[src/rtl/arm6_dmem_ctrl_if.sv]
// Core-side ram_* port and SRAM-bank port of the arm6 data memory controller.
// The slave modport is the controller; master is the core plus SRAM bank around it.
interface arm6_dmem_ctrl_if #(
  parameter int unsigned MEM_AW = 12
) ();

  logic [31:0]       ram_addr;
  logic              ram_cen;
  logic              ram_wen;
  logic [3:0]        ram_flag;
  logic [31:0]       ram_wdata;
  logic [31:0]       ram_rdata;
  logic              ram_abort;
  logic              cpu_en;

  logic              sram_ce;
  logic              sram_we;
  logic [3:0]        sram_be;
  logic [MEM_AW-1:0] sram_addr;
  logic [31:0]       sram_wdata;
  logic [31:0]       sram_rdata;

  modport master (
    output ram_addr, ram_cen, ram_wen, ram_flag, ram_wdata, sram_rdata,
    input  ram_rdata, ram_abort, cpu_en,
    input  sram_ce, sram_we, sram_be, sram_addr, sram_wdata
  );

  modport slave (
    input  ram_addr, ram_cen, ram_wen, ram_flag, ram_wdata, sram_rdata,
    output ram_rdata, ram_abort, cpu_en,
    output sram_ce, sram_we, sram_be, sram_addr, sram_wdata
  );

endinterface

[src/rtl/arm6_dmem_ctrl.sv]
// Data-side memory controller: range/lane-checks one core access at a time,
// inserts wait states, strobes a 1-cycle-latency SRAM and stalls the core meanwhile.
module arm6_dmem_ctrl #(
  parameter logic [31:0] BASE_ADDR   = 32'h4000_0000,
  parameter int unsigned MEM_AW      = 12,
  parameter int unsigned WAIT_CYCLES = 1
) (
  input  logic             clk,
  input  logic             rst,
  arm6_dmem_ctrl_if.slave  bus
);

  localparam int unsigned CNT_W = 4;
  localparam logic [CNT_W-1:0] WAIT_INIT =
    CNT_W'((WAIT_CYCLES > 0) ? (WAIT_CYCLES - 1) : 0);

  // 33-bit bank bounds so a bank ending at 2^32 cannot wrap
  localparam logic [32:0] BANK_LO = {1'b0, BASE_ADDR};
  localparam logic [32:0] BANK_HI = BANK_LO + (33'd4 << MEM_AW);

  localparam logic [2:0] ST_IDLE   = 3'd0;
  localparam logic [2:0] ST_WAIT   = 3'd1;
  localparam logic [2:0] ST_ACCESS = 3'd2;
  localparam logic [2:0] ST_RDATA  = 3'd3;
  localparam logic [2:0] ST_ABORT  = 3'd4;
  localparam logic [2:0] ST_DONE   = 3'd5;

  logic [2:0]        state_q,      state_d;
  logic [CNT_W-1:0]  cnt_q,        cnt_d;
  logic              wen_q,        wen_d;
  logic              sram_ce_q,    sram_ce_d;
  logic              sram_we_q,    sram_we_d;
  logic [3:0]        sram_be_q,    sram_be_d;
  logic [MEM_AW-1:0] sram_addr_q,  sram_addr_d;
  logic [31:0]       sram_wdata_q, sram_wdata_d;
  logic [31:0]       ram_rdata_q,  ram_rdata_d;
  logic              ram_abort_q,  ram_abort_d;

  logic [32:0]       addr33_c;
  logic              in_range_c;
  logic              flag_ok_c;
  logic              legal_c;
  logic [MEM_AW-1:0] word_addr_c;

  // Legality of the request currently on the core port
  always_comb begin
    addr33_c    = {1'b0, bus.ram_addr};
    in_range_c  = (addr33_c >= BANK_LO) && (addr33_c < BANK_HI);
    word_addr_c = MEM_AW'((bus.ram_addr - BASE_ADDR) >> 2);
    case (bus.ram_flag)
      4'b0001, 4'b0010, 4'b0100, 4'b1000,
      4'b0011, 4'b1100, 4'b1111: flag_ok_c = 1'b1;
      default:                   flag_ok_c = 1'b0;
    endcase
    legal_c = in_range_c && flag_ok_c;
  end

  always_comb begin
    state_d      = state_q;
    cnt_d        = cnt_q;
    wen_d        = wen_q;
    sram_ce_d    = 1'b0;
    sram_we_d    = 1'b0;
    sram_be_d    = sram_be_q;
    sram_addr_d  = sram_addr_q;
    sram_wdata_d = sram_wdata_q;
    ram_rdata_d  = ram_rdata_q;
    ram_abort_d  = ram_abort_q;

    case (state_q)
      ST_IDLE: begin
        if (bus.ram_cen) begin
          wen_d        = bus.ram_wen;
          sram_be_d    = bus.ram_flag;
          sram_addr_d  = word_addr_c;
          sram_wdata_d = bus.ram_wdata;
          if (!legal_c) begin
            state_d = ST_ABORT;
          end else if (WAIT_CYCLES > 0) begin
            state_d = ST_WAIT;
            cnt_d   = WAIT_INIT;
          end else begin
            state_d   = ST_ACCESS;
            sram_ce_d = 1'b1;
            sram_we_d = bus.ram_wen;
          end
        end
      end
      ST_WAIT: begin
        if (cnt_q == '0) begin
          state_d   = ST_ACCESS;
          sram_ce_d = 1'b1;
          sram_we_d = wen_q;
        end else begin
          cnt_d = cnt_q - CNT_W'(1);
        end
      end
      ST_ACCESS: begin
        state_d = wen_q ? ST_DONE : ST_RDATA;
      end
      ST_RDATA: begin
        // full word returned; lane selection is the core's job
        ram_rdata_d = bus.sram_rdata;
        state_d     = ST_DONE;
      end
      ST_ABORT: begin
        ram_abort_d = 1'b1;
        ram_rdata_d = '0;
        state_d     = ST_DONE;
      end
      ST_DONE: begin
        ram_abort_d = 1'b0;
        state_d     = ST_IDLE;
      end
      default: begin
        state_d = ST_IDLE;
      end
    endcase
  end

  always_ff @(posedge clk or negedge rst) begin
    if (!rst) begin
      state_q      <= ST_IDLE;
      cnt_q        <= '0;
      wen_q        <= 1'b0;
      sram_ce_q    <= 1'b0;
      sram_we_q    <= 1'b0;
      sram_be_q    <= '0;
      sram_addr_q  <= '0;
      sram_wdata_q <= '0;
      ram_rdata_q  <= '0;
      ram_abort_q  <= 1'b0;
    end else begin
      state_q      <= state_d;
      cnt_q        <= cnt_d;
      wen_q        <= wen_d;
      sram_ce_q    <= sram_ce_d;
      sram_we_q    <= sram_we_d;
      sram_be_q    <= sram_be_d;
      sram_addr_q  <= sram_addr_d;
      sram_wdata_q <= sram_wdata_d;
      ram_rdata_q  <= ram_rdata_d;
      ram_abort_q  <= ram_abort_d;
    end
  end

  // Core is released only when idle without a request, or for the single DONE cycle
  assign bus.cpu_en     = ((state_q == ST_IDLE) && !bus.ram_cen) || (state_q == ST_DONE);
  assign bus.ram_rdata  = ram_rdata_q;
  assign bus.ram_abort  = ram_abort_q;
  assign bus.sram_ce    = sram_ce_q;
  assign bus.sram_we    = sram_we_q;
  assign bus.sram_be    = sram_be_q;
  assign bus.sram_addr  = sram_addr_q;
  assign bus.sram_wdata = sram_wdata_q;

endmodule
[src/flat_wrapper.sv]
// flat-port wrapper written by rule: the top's interface ports become plain ports
module arm6_dmem_ctrl_flat 
#(
  parameter logic [31:0] BASE_ADDR   = 32'h4000_0000,
  parameter int unsigned MEM_AW      = 12,
  parameter int unsigned WAIT_CYCLES = 1
)
  (clk, rst, bus_ram_addr, bus_ram_cen, bus_ram_wen, bus_ram_flag, bus_ram_wdata, bus_sram_rdata, bus_ram_rdata, bus_ram_abort, bus_cpu_en, bus_sram_ce, bus_sram_we, bus_sram_be, bus_sram_addr, bus_sram_wdata);
  arm6_dmem_ctrl_if #(.MEM_AW(MEM_AW)) bus_i ();
  input  logic clk;
  input  logic rst;
  input wire logic [$bits(bus_i.ram_addr)-1:0] bus_ram_addr;
  input wire logic [$bits(bus_i.ram_cen)-1:0] bus_ram_cen;
  input wire logic [$bits(bus_i.ram_wen)-1:0] bus_ram_wen;
  input wire logic [$bits(bus_i.ram_flag)-1:0] bus_ram_flag;
  input wire logic [$bits(bus_i.ram_wdata)-1:0] bus_ram_wdata;
  input wire logic [$bits(bus_i.sram_rdata)-1:0] bus_sram_rdata;
  output wire logic [$bits(bus_i.ram_rdata)-1:0] bus_ram_rdata;
  output wire logic [$bits(bus_i.ram_abort)-1:0] bus_ram_abort;
  output wire logic [$bits(bus_i.cpu_en)-1:0] bus_cpu_en;
  output wire logic [$bits(bus_i.sram_ce)-1:0] bus_sram_ce;
  output wire logic [$bits(bus_i.sram_we)-1:0] bus_sram_we;
  output wire logic [$bits(bus_i.sram_be)-1:0] bus_sram_be;
  output wire logic [$bits(bus_i.sram_addr)-1:0] bus_sram_addr;
  output wire logic [$bits(bus_i.sram_wdata)-1:0] bus_sram_wdata;
  assign bus_i.ram_addr = bus_ram_addr;
  assign bus_i.ram_cen = bus_ram_cen;
  assign bus_i.ram_wen = bus_ram_wen;
  assign bus_i.ram_flag = bus_ram_flag;
  assign bus_i.ram_wdata = bus_ram_wdata;
  assign bus_i.sram_rdata = bus_sram_rdata;
  assign bus_ram_rdata = bus_i.ram_rdata;
  assign bus_ram_abort = bus_i.ram_abort;
  assign bus_cpu_en = bus_i.cpu_en;
  assign bus_sram_ce = bus_i.sram_ce;
  assign bus_sram_we = bus_i.sram_we;
  assign bus_sram_be = bus_i.sram_be;
  assign bus_sram_addr = bus_i.sram_addr;
  assign bus_sram_wdata = bus_i.sram_wdata;
  arm6_dmem_ctrl #(.BASE_ADDR(BASE_ADDR), .MEM_AW(MEM_AW), .WAIT_CYCLES(WAIT_CYCLES)) u_core (.clk(clk), .rst(rst), .bus(bus_i));
endmodule
[config.mk]
export PLATFORM = sky130hd
export DESIGN_NAME = arm6_dmem_ctrl_flat
export DESIGN_NICKNAME = d
export VERILOG_FILES = /design/src/rtl/arm6_dmem_ctrl_if.sv /design/src/rtl/arm6_dmem_ctrl.sv /design/src/flat_wrapper.sv
export SDC_FILE = /design/constraint.sdc
export NUM_CORES = 1
export LEC_CHECK = 0
export CELL_PAD_IN_SITES_DETAIL_PLACEMENT = 1
export CELL_PAD_IN_SITES_GLOBAL_PLACEMENT = 2
export CORE_MARGIN = 1.5
export CORE_UTILIZATION = 35
export CTS_CLUSTER_SIZE = 16
export DETAILED_ROUTE_END_ITERATION = 10
export DONT_BUFFER_PORTS = 1
export PLACE_DENSITY = 0.85
export SKIP_CTS_REPAIR_TIMING = 1
export SLEW_MARGIN = 10
export SYNTH_ARGS = -nofsm -noshare
export SYNTH_HDL_FRONTEND = slang
export SYNTH_SLANG_ARGS = --single-unit
[constraint.sdc]
create_clock -name clk -period 1.8 [get_ports clk]
set_input_delay 0.18 -clock clk [delete_from_list [all_inputs] [get_ports clk]]
set_output_delay 0.18 -clock clk [all_outputs]
set_load 0.005 [all_outputs]
==> flow_summary.json, run 1 <==
{
  "cp_num_buf_inv": 1,
  "hold_path_class": "input pin to asynchronous set/reset pin",
  "post-place-cells": 379,
  "cts_tree": "built",
  "grt_pass1_wl_um": 12970,
  "netlist_area_sq_mm": 0.003620,
  "synth.area.mux_share_pct": 15.24,
  "p_leak_nw": 2.066,
  "synthToLayoutAreaGrowth_pct": 31.70,
  "antenna_left": 0,
  "detail_route.wl_per_cell_um": 21.98,
  "portBuffers": 0,
  "cp-end-kind": "register",
  "grt_overflow": 0,
  "syn-mean-instance-area_sq_um": 14.31,
  "clkTransAtPathRegs_ns": 0.09,
  "clock-sinks": 91,
  "cts_buffers": 9,
  "finalCritPeriodShare_pct": 91.54,
  "design.core.area_sq_mm": 0.009910,
  "power_density_mw_per_mm2": 1483,
  "ys_warn_count": 0,
  "drc": 0,
  "met3_wirelength_um": 795,
  "tns_ns": 0,
  "violations": "negative hold slack",
  "synthAdderAreaFrac_pct": 0.6913,
  "critPathTopFamily": "simple AND/OR/NAND/NOR gates",
  "crit_type": "register to register",
  "slew_headroom_pct": 64.65,
  "clk_path_buf_depth": 2,
  "cpMaxStageDelayCell": "mux2_2",
  "path_max_fanout": 42,
  "critPathRequiredTime_ns": 2.03,
  "die_h_um": 104.7,
  "dr_total_vias": 2538,
  "yosysTopAreaCellShare_pct": 62.91,
  "grt_usage_pct": 15.41,
  "finalPower_mw": 7.069,
  "fp.dieArea_sq_mm": 0.01096,
  "vias_per_cell": 5.321,
  "synth_compound_area_share_pct": 11.65,
  "cts_root_buffer": "clkbuf_8",
  "synth_top_family_by_area": "multiplexers",
  "die_width_um": 104.7,
  "holdWs_ns": -0.4806,
  "pin_count": 188,
  "drv_slew": 0,
  "syn_nets": 359,
  "wl_met2_um": 5790,
  "synth_area_leaders": "dfrtp_1 (63%), mux2_2 (12%), a22o_1 (7.7%)",
  "peakVddDrop_v": 0.0006418,
  "cap_violations": 0,
  "top_layer": "met4",
  "nets": 444,
  "dpl.hpwl_um": 5815,
  "drive_gt1_share_pct": 19.53,
  "final_cell_count_no_fill": 477,
  "grt_pass1_vias": 2356,
  "drt_first_pass_iters": 4,
  "finalHoldViolCount": 91,
  "status": "finished, violations left",
  "synth_top_area_cell": "dfrtp_1",
  "htreeDepth": 3,
  "wl_met1_um": 3705,
  "fin_skew_ns": 0.006740,
  "fill_cells": 983,
  "initial_core_util_pct": 36.53,
  "critPathArrivalTime_ns": 1.88,
  "gp_congestion": 0.7355,
  "yosysSeqAreaShare_pct": 62.91,
  "cp_cell_sequence": "or2_1, nor3_4, buf_12, mux2_2",
  "antenna_found_initial": 0,
  "synthCells": 253,
  "final_common_cell": "dfrtp_1",
  "max_stage_delay_ns": 0.39,
  "worstSkewPairLatency_ns": 0.35,
  "synth-simple-area-share_pct": 6.084,
  "grt_max_degree": 92,
  "start_kind": "register",
  "wl_um": 10480,
  "grt_setup_unrepaired": "false",
  "worst-slew-pin-transition_ns": 0.5229,
  "yosys_register_bits": 91,
  "rows": 36,
  "drt_iter0_drc": 125,
  "mostFrequentLayoutCells": "dfrtp_1 (91), dlygate4sd3_1 (81), mux2_2 (39)",
  "final_core_utilization_pct": 48.11,
  "fmax_ghz": 0.6069,
  "finalSetupViolCount": 0,
  "fin_crit_ns": 1.648,
  "synth_xor_area_share_pct": 0,
  "yosysUniqueCellTypes": 40
}
==> synthesized netlist by cell type, drive strengths merged <==
| library cell | n |
|---|---|
| clkbuf | 6 |
| or2 | 1 |
| and3 | 3 |
| ha | 2 |
| and2 | 2 |
| nor4 | 4 |
| o211ai | 1 |
| nand2b | 2 |
| a221oi | 1 |
| a21oi | 3 |
| nor2 | 6 |
| nor3b | 1 |
| nor3 | 4 |
| inv | 6 |
| o311ai | 2 |
| o31ai | 3 |
| or3 | 1 |
| mux2 | 49 |
| a21o | 1 |
| and4 | 1 |
| nand4 | 1 |
| a22o | 32 |
| o221ai | 1 |
| o21ai | 4 |
| nand2 | 4 |
| o22ai | 1 |
| nand3 | 2 |
| or4 | 2 |
| o31a | 1 |
| buf | 11 |
| nor4b | 2 |
| dfrtp | 91 |
| a22oi | 2 |
==> where the power goes <==
part,leakage [nW],internal [mW],switching [mW]
registers,1.14,2.94,0.830
clock network,0.0755,0.512,0.750
logic,0.846,1.15,0.893
==> flip-flops by register name (all words and copies together) (netlist names) <==
signal                 cells
u_core.bus.sram_be         4
u_core.bus.ram_rdata      32
u_core.bus.ram_abort       1
u_core.bus.sram_wdata     32
u_core.bus.sram_we         1
u_core.state_q             3
u_core.bus.sram_ce         1
u_core.cnt_q               4
u_core.bus.sram_addr      12
u_core.wen_q               1
==> final timing paths <==
path	slack, ns	end	startpoint	cells after the start
worst max-delay path	0.15	u_core.bus.sram_wdata[11]$_DFFE_PN0P_	u_core.state_q[1]$_DFFE_PN0P_	4
worst min-delay path	-0.48	u_core.bus.ram_rdata[26]$_DFFE_PN0P_	rst	0
worst max register to register	0.15	u_core.bus.sram_wdata[11]$_DFFE_PN0P_	u_core.state_q[1]$_DFFE_PN0P_	4
min in group clk	0.03	u_core.state_q[2]$_DFFE_PN0P_	bus_ram_cen	2
worst min register to register	0.53	u_core.bus.sram_wdata[4]$_DFFE_PN0P_	u_core.bus.sram_wdata[4]$_DFFE_PN0P_	1
max in group asynchronous	2.14	u_core.bus.sram_wdata[28]$_DFFE_PN0P_	rst	0
==> final cells by class <==
| class | count | area, sq um | share of cell area, % |
|---|---|---|---|
| Timing Repair Buffer | 91 | 898.4 | 18.85 |
| Tap cell | 133 | 166.4 | 3.491 |
| Inverter | 6 | 22.52 | 0.4724 |
| Antenna cell | 1 | 2.502 | 0.05249 |
| Multi-Input combinational cell | 139 | 1225 | 25.70 |
| Clock buffer | 10 | 127.6 | 2.677 |
| Sequential cell | 91 | 2277 | 47.77 |
| Clock inverter | 6 | 47.55 | 0.9974 |
==> metal layers <==
| layer | track usage [%] | vias to the layer above |
|---|---|---|
| met4 | 5.186 | 0 |
| met1 | 17.12 | 1275 |
| li1 | - | 1107 |
| met3 | 5.115 | 17 |
| met5 | 0 | - |
| met2 | 27.58 | 139 |
==> stage by stage <==
stage / cell area [sq um] / worst slack [ns]
6_report: 4767 / 0.1523
5_1_grt: 4765 / 0.01990
4_1_cts: 3948 / 0.07027
3_5_place_dp: 3772 / 0.07737
3_3_place_gp: 3772 / 0.1649
2_1_floorplan: 3620 / 0.04194
==> cells by family after synthesis <==
kind of cell	count (synthesis)
compound gates	52
flops	91
fa+ha+maj	2
simple gates	36
buf+inv	23
mux	49
Power figures use the tool's default switching activity.
==> run 2: changes to the inputs <==
--- a/config.mk
+++ b/config.mk
@@ -13,6 +13,7 @@
 export DETAILED_ROUTE_END_ITERATION = 10
 export DONT_BUFFER_PORTS = 1
 export PLACE_DENSITY = 0.85
+export RECOVER_POWER = 100
 export SKIP_CTS_REPAIR_TIMING = 1
 export SLEW_MARGIN = 10
 export SYNTH_ARGS = -nofsm -noshare
==> run 2 against run 1 <==
The run still ends with negative hold slack left. Die area did not move. Via count fell by 0.51%. Core utilization down 0.18 points. Sequential power hardly changed. Critical endpoint unchanged.
==> flow_summary.json, run 2 (synthesis results as in run 1) <==
{
  "status": "finished, violations left",
  "violations": "negative hold slack",
  "finalPower_mw": 7.035,
  "start_kind": "register",
  "peakVddDrop_v": 0.0006389,
  "antenna_cells": 0,
  "cts_buffers": 9,
  "setup_slack_ns": 0.1212,
  "grt_usage_pct": 15.41,
  "die_width_um": 104.7,
  "worstSkewPairLatency_ns": 0.35,
  "clock-sinks": 91,
  "grt_max_degree": 92,
  "detail_route.wl_per_cell_um": 21.97,
  "hold_path_class": "input pin to asynchronous set/reset pin",
  "cpMaxStageDelayCell": "mux2_2",
  "critPathArrivalTime_ns": 1.91,
  "cap_violations": 0,
  "dpl.hpwl_um": 5815,
  "initial_core_util_pct": 36.53,
  "tns_ns": 0,
  "critPathTopFamily": "simple AND/OR/NAND/NOR gates",
  "drive_gt1_share_pct": 19.24,
  "pin_count": 188,
  "pre_cts_slack_ns": 0.07737,
  "wl_um": 10460,
  "fill_cells": 982,
  "worst-slew-pin-transition_ns": 0.5212,
  "cts_root_buffer": "clkbuf_8",
  "met3_wirelength_um": 810,
  "critPathRequiredTime_ns": 2.03,
  "holdWs_ns": -0.4794,
  "cts_tree": "built",
  "power_density_mw_per_mm2": 1481,
  "crit_type": "register to register",
  "dr_total_vias": 2525,
  "finalSetupViolCount": 0,
  "grt_pass1_wl_um": 12970,
  "cp_cell_sequence": "or2_1, nor3_2, buf_12, mux2_2",
  "wl_met1_um": 3686,
  "synthToLayoutAreaGrowth_pct": 31.21,
  "place_area_sq_mm": 0.003772,
  "seq_area_sq_mm": 0.002277,
  "rows": 36,
  "drt_first_pass_iters": 4,
  "gp_congestion": 0.7355,
  "fp.dieArea_sq_mm": 0.01096,
  "final_common_cell": "dfrtp_1",
  "design.core.area_sq_mm": 0.009910,
  "path_max_fanout": 42,
  "fmax_ghz": 0.5957,
  "drt_iter0_drc": 125,
  "htreeDepth": 3,
  "grt_setup_unrepaired": "false",
  "nets": 444,
  "clkTransAtPathRegs_ns": 0.09,
  "antenna_found_initial": 0,
  "grt_pass1_vias": 2356,
  "post-place-cells": 379,
  "cp-end-kind": "register",
  "drv_slew": 0,
  "grt_overflow": 0,
  "max_stage_delay_ns": 0.39,
  "top_layer": "met4",
  "portBuffers": 0,
  "die_h_um": 104.7,
  "wl_met2_um": 5736,
  "design_area_sq_mm": 0.004750,
  "slew_headroom_pct": 64.76,
  "p_leak_nw": 2.056,
  "finalCritPeriodShare_pct": 93.27,
  "multi_input_area_sq_mm": 0.001219,
  "antenna_left": 0,
  "clk_path_buf_depth": 2,
  "fin_skew_ns": 0.006676,
  "mostFrequentLayoutCells": "dfrtp_1 (91), dlygate4sd3_1 (81), mux2_2 (39)",
  "finalHoldViolCount": 91,
  "drc": 0,
  "fin_crit_ns": 1.679,
  "final_cell_count_no_fill": 476,
  "vias_per_cell": 5.305,
  "cp_num_buf_inv": 1
}
==> run 2: changes by cell type in the layout (fill, tap and decap cells not counted), sizes merged <==
cell / before / now
diode: 1 / 0
clkbuf: 10 / 13
buf: 10 / 7
==> run 2: area by class of cell <==
class / count / area share [%]
well taps: 133 / 3.504
inverters: 6 / 0.4742
flip-flops and latches: 91 / 47.95
multi-input cells: 139 / 25.66
clock buffers: 10 / 2.687
clock inverters: 6 / 1.001
repair buffers: 91 / 18.73
==> run 2: per-stage QoR <==
stage / util [%] / hold WS [ns]
3_5_place_dp: 38.07 / -0.1142
6_report: 47.93 / -0.4794
4_1_cts: 39.84 / -0.5155
5_1_grt: 47.93 / -0.5177
3_3_place_gp: 38.07 / -0.1138
2_1_floorplan: - / -0.1156
==> run 2: layer usage <==
layer  global-route usage [%]  vias up
li1                         -     1106
met2                    27.58      145
met3                    5.115       21
met1                    17.12     1253
met4                    5.186        0
met5                        0        -
==> run 2: report_power, final <==
part	internal [mW]	switching, mW
clock	0.512	0.748
sequential	2.94	0.824
combinational	1.12	0.889
==> run 2: path summary, 6_finish.rpt <==
kind,startpoint,endpoint,slack (ns),depth (start not counted)
setup / recovery,u_core.state_q[1]$_DFFE_PN0P_,u_core.bus.sram_wdata[11]$_DFFE_PN0P_,0.12,4
hold / removal,rst,u_core.bus.ram_rdata[26]$_DFFE_PN0P_,-0.48,0
setup reg to reg,u_core.state_q[1]$_DFFE_PN0P_,u_core.bus.sram_wdata[11]$_DFFE_PN0P_,0.12,4
hold reg to reg,u_core.bus.sram_wdata[4]$_DFFE_PN0P_,u_core.bus.sram_wdata[4]$_DFFE_PN0P_,0.53,1
max in group asynchronous,rst,u_core.bus.sram_wdata[28]$_DFFE_PN0P_,2.14,0
min in group clk,bus_ram_cen,u_core.state_q[2]$_DFFE_PN0P_,0.03,2
==> run 3: changes to the inputs <==
--- a/config.mk
+++ b/config.mk
@@ -19,3 +19,4 @@
 export SYNTH_ARGS = -nofsm -noshare
 export SYNTH_HDL_FRONTEND = slang
 export SYNTH_SLANG_ARGS = --single-unit
+export TNS_END_PERCENT = 30
==> constraint.sdc (replaced) <==
create_clock -name clk -period 1.8 [get_ports clk]
set_input_delay 0 -clock clk [delete_from_list [all_inputs] [get_ports clk]]
set_output_delay 0 -clock clk [all_outputs]
set_load 0.005 [all_outputs]
==> run 3 against run 2 <==
Clock skew grew 0.0033 ns. Wire length shrank 0.90%. Largest power group unchanged. Critical path depth is the same. Non-clock buffer count grew 2. Critical endpoint is now u_core.bus.sram_wdata[12]$_DFFE_PN0P_. Highest routed layer unchanged. Combinational power is essentially flat. Clock power grew 9.5%. The flow still finishes with violations (negative hold slack). Cell count grew 0.21%. Register-to-register slack lost 0.02 ns.
==> flow_summary.json, run 3 (synthesis results as in run 1) <==
{
  "finalHoldViolCount": 91,
  "grt_pass1_wl_um": 12930,
  "slew_headroom_pct": 62.41,
  "antenna_found_initial": 0,
  "finalCritPeriodShare_pct": 94.33,
  "fin_crit_ns": 1.698,
  "wl_um": 10360,
  "initial_core_util_pct": 36.53,
  "clk_path_buf_depth": 2,
  "setup_slack_ns": 0.1021,
  "finalPower_mw": 7.179,
  "grt_max_degree": 92,
  "drive_gt1_share_pct": 19.19,
  "cts_buffers": 9,
  "final_cell_count_no_fill": 477,
  "holdWs_ns": -0.6583,
  "dr_total_vias": 2546,
  "grt_overflow": 0,
  "fp.dieArea_sq_mm": 0.01096,
  "cts_root_buffer": "clkbuf_8",
  "antenna_left": 0,
  "hold_path_class": "input pin to asynchronous set/reset pin",
  "cp_cell_sequence": "or2_0, nor3_4, buf_12, mux2_2",
  "tns_ns": 0,
  "antenna_cells": 0,
  "htreeDepth": 3,
  "drt_iter0_drc": 139,
  "grt_pass1_vias": 2423,
  "design.core.area_sq_mm": 0.009910,
  "start_kind": "register",
  "p_leak_nw": 2.082,
  "dpl.hpwl_um": 5927,
  "detail_route.wl_per_cell_um": 21.73,
  "post-place-cells": 379,
  "clock-sinks": 91,
  "rows": 36,
  "fill_cells": 977,
  "place_area_sq_mm": 0.003772,
  "mostFrequentLayoutCells": "dfrtp_1 (91), dlygate4sd3_1 (82), mux2_2 (39)",
  "cap_violations": 0,
  "startpoint": "u_core.state_q[1]$_DFFE_PN0P_",
  "power_density_mw_per_mm2": 1497,
  "drv_slew": 0,
  "cp_num_buf_inv": 1,
  "final_common_cell": "dfrtp_1",
  "fmax_ghz": 0.5889,
  "drt_first_pass_iters": 4,
  "critPathArrivalTime_ns": 1.92,
  "pre_cts_slack_ns": 0.02108,
  "gp_congestion": 0.7233,
  "crit_type": "register to register",
  "pin_count": 188,
  "cp-end-kind": "register",
  "cpMaxStageDelayCell": "mux2_2",
  "violations": "negative hold slack",
  "grt_usage_pct": 15.20,
  "die_h_um": 104.7,
  "cts_tree": "built",
  "drc": 0,
  "grt_setup_unrepaired": "false",
  "portBuffers": 0,
  "r2r-start": "u_core.state_q[1]$_DFFE_PN0P_",
  "final_core_utilization_pct": 48.38,
  "fin_skew_ns": 0.01002,
  "peakVddDrop_v": 0.0007238,
  "path_max_fanout": 46,
  "nets": 446,
  "max_stage_delay_ns": 0.39,
  "clkTransAtPathRegs_ns": 0.09,
  "worstSkewPairLatency_ns": 0.34,
  "design_area_sq_mm": 0.004795,
  "critPathTopFamily": "simple AND/OR/NAND/NOR gates",
  "worst-slew-pin-transition_ns": 0.5560,
  "die_width_um": 104.7,
  "status": "finished, violations left",
  "critPathRequiredTime_ns": 2.02,
  "synthToLayoutAreaGrowth_pct": 32.46,
  "r2r_slack_ns": 0.10,
  "vias_per_cell": 5.338,
  "finalSetupViolCount": 0
}
==> run 3: changes by cell type in the layout (fill, tap and decap cells not counted), sizes merged <==
cell / previous run / this run
bufinv: 0 / 1
clkinv: 0 / 1
clkinvlp: 4 / 2
dlygate4sd3: 81 / 82
==> run 3: worst paths after layout <==
| path | cells after the start | to |
|---|---|---|
| setup reg to reg | 4 | u_core.bus.sram_wdata[12]$_DFFE_PN0P_ |
| hold reg to reg | 1 | u_core.bus.sram_wdata[2]$_DFFE_PN0P_ |
| hold / removal | 0 | u_core.bus.sram_wdata[2]$_DFFE_PN0P_ |
| setup / recovery | 4 | u_core.bus.sram_wdata[12]$_DFFE_PN0P_ |
| min in group clk | 4 | u_core.state_q[2]$_DFFE_PN0P_ |
| max in group asynchronous | 0 | u_core.bus.sram_wdata[13]$_DFFE_PN0P_ |
==> run 3: worst reg2reg max path, stage by stage, from the launching register on <==
cell	delay, ns
dfrtp_1	0.38
or2_0	0.29
nor3_4	0.20
buf_12	0.27
mux2_2	0.43
==> run 3: power by group <==
group | internal (mW) | switching (mW) | leakage, nW
combinational | 1.13 | 0.896 | 0.843
clock | 0.652 | 0.732 | 0.0938
sequential | 2.94 | 0.831 | 1.14
total | 4.72 | 2.46 | 2.08
==> run 3: cell type report <==
cell class / instances / area [sq um] / share of cell area (%)
Inverter: 6 / 22.52 / 0.4697
Timing Repair Buffer: 93 / 905.9 / 18.89
Clock inverter: 6 / 73.82 / 1.540
Multi-Input combinational cell: 139 / 1225 / 25.55
Sequential cell: 91 / 2277 / 47.49
Clock buffer: 9 / 123.9 / 2.584
Tap cell: 133 / 166.4 / 3.471
==> run 3: metal layers <==
layer / share of wire (%) / vias to the layer above / wire (um) / track usage, %
met5: 0 / - / 0 / 0
met2: 55 / 144 / 5687 / 27.35
met3: 7.7 / 21 / 800 / 5.677
met1: 35 / 1278 / 3627 / 16.19
met4: 2.4 / 0 / 249 / 5.577
li1: - / 1103 / - / -
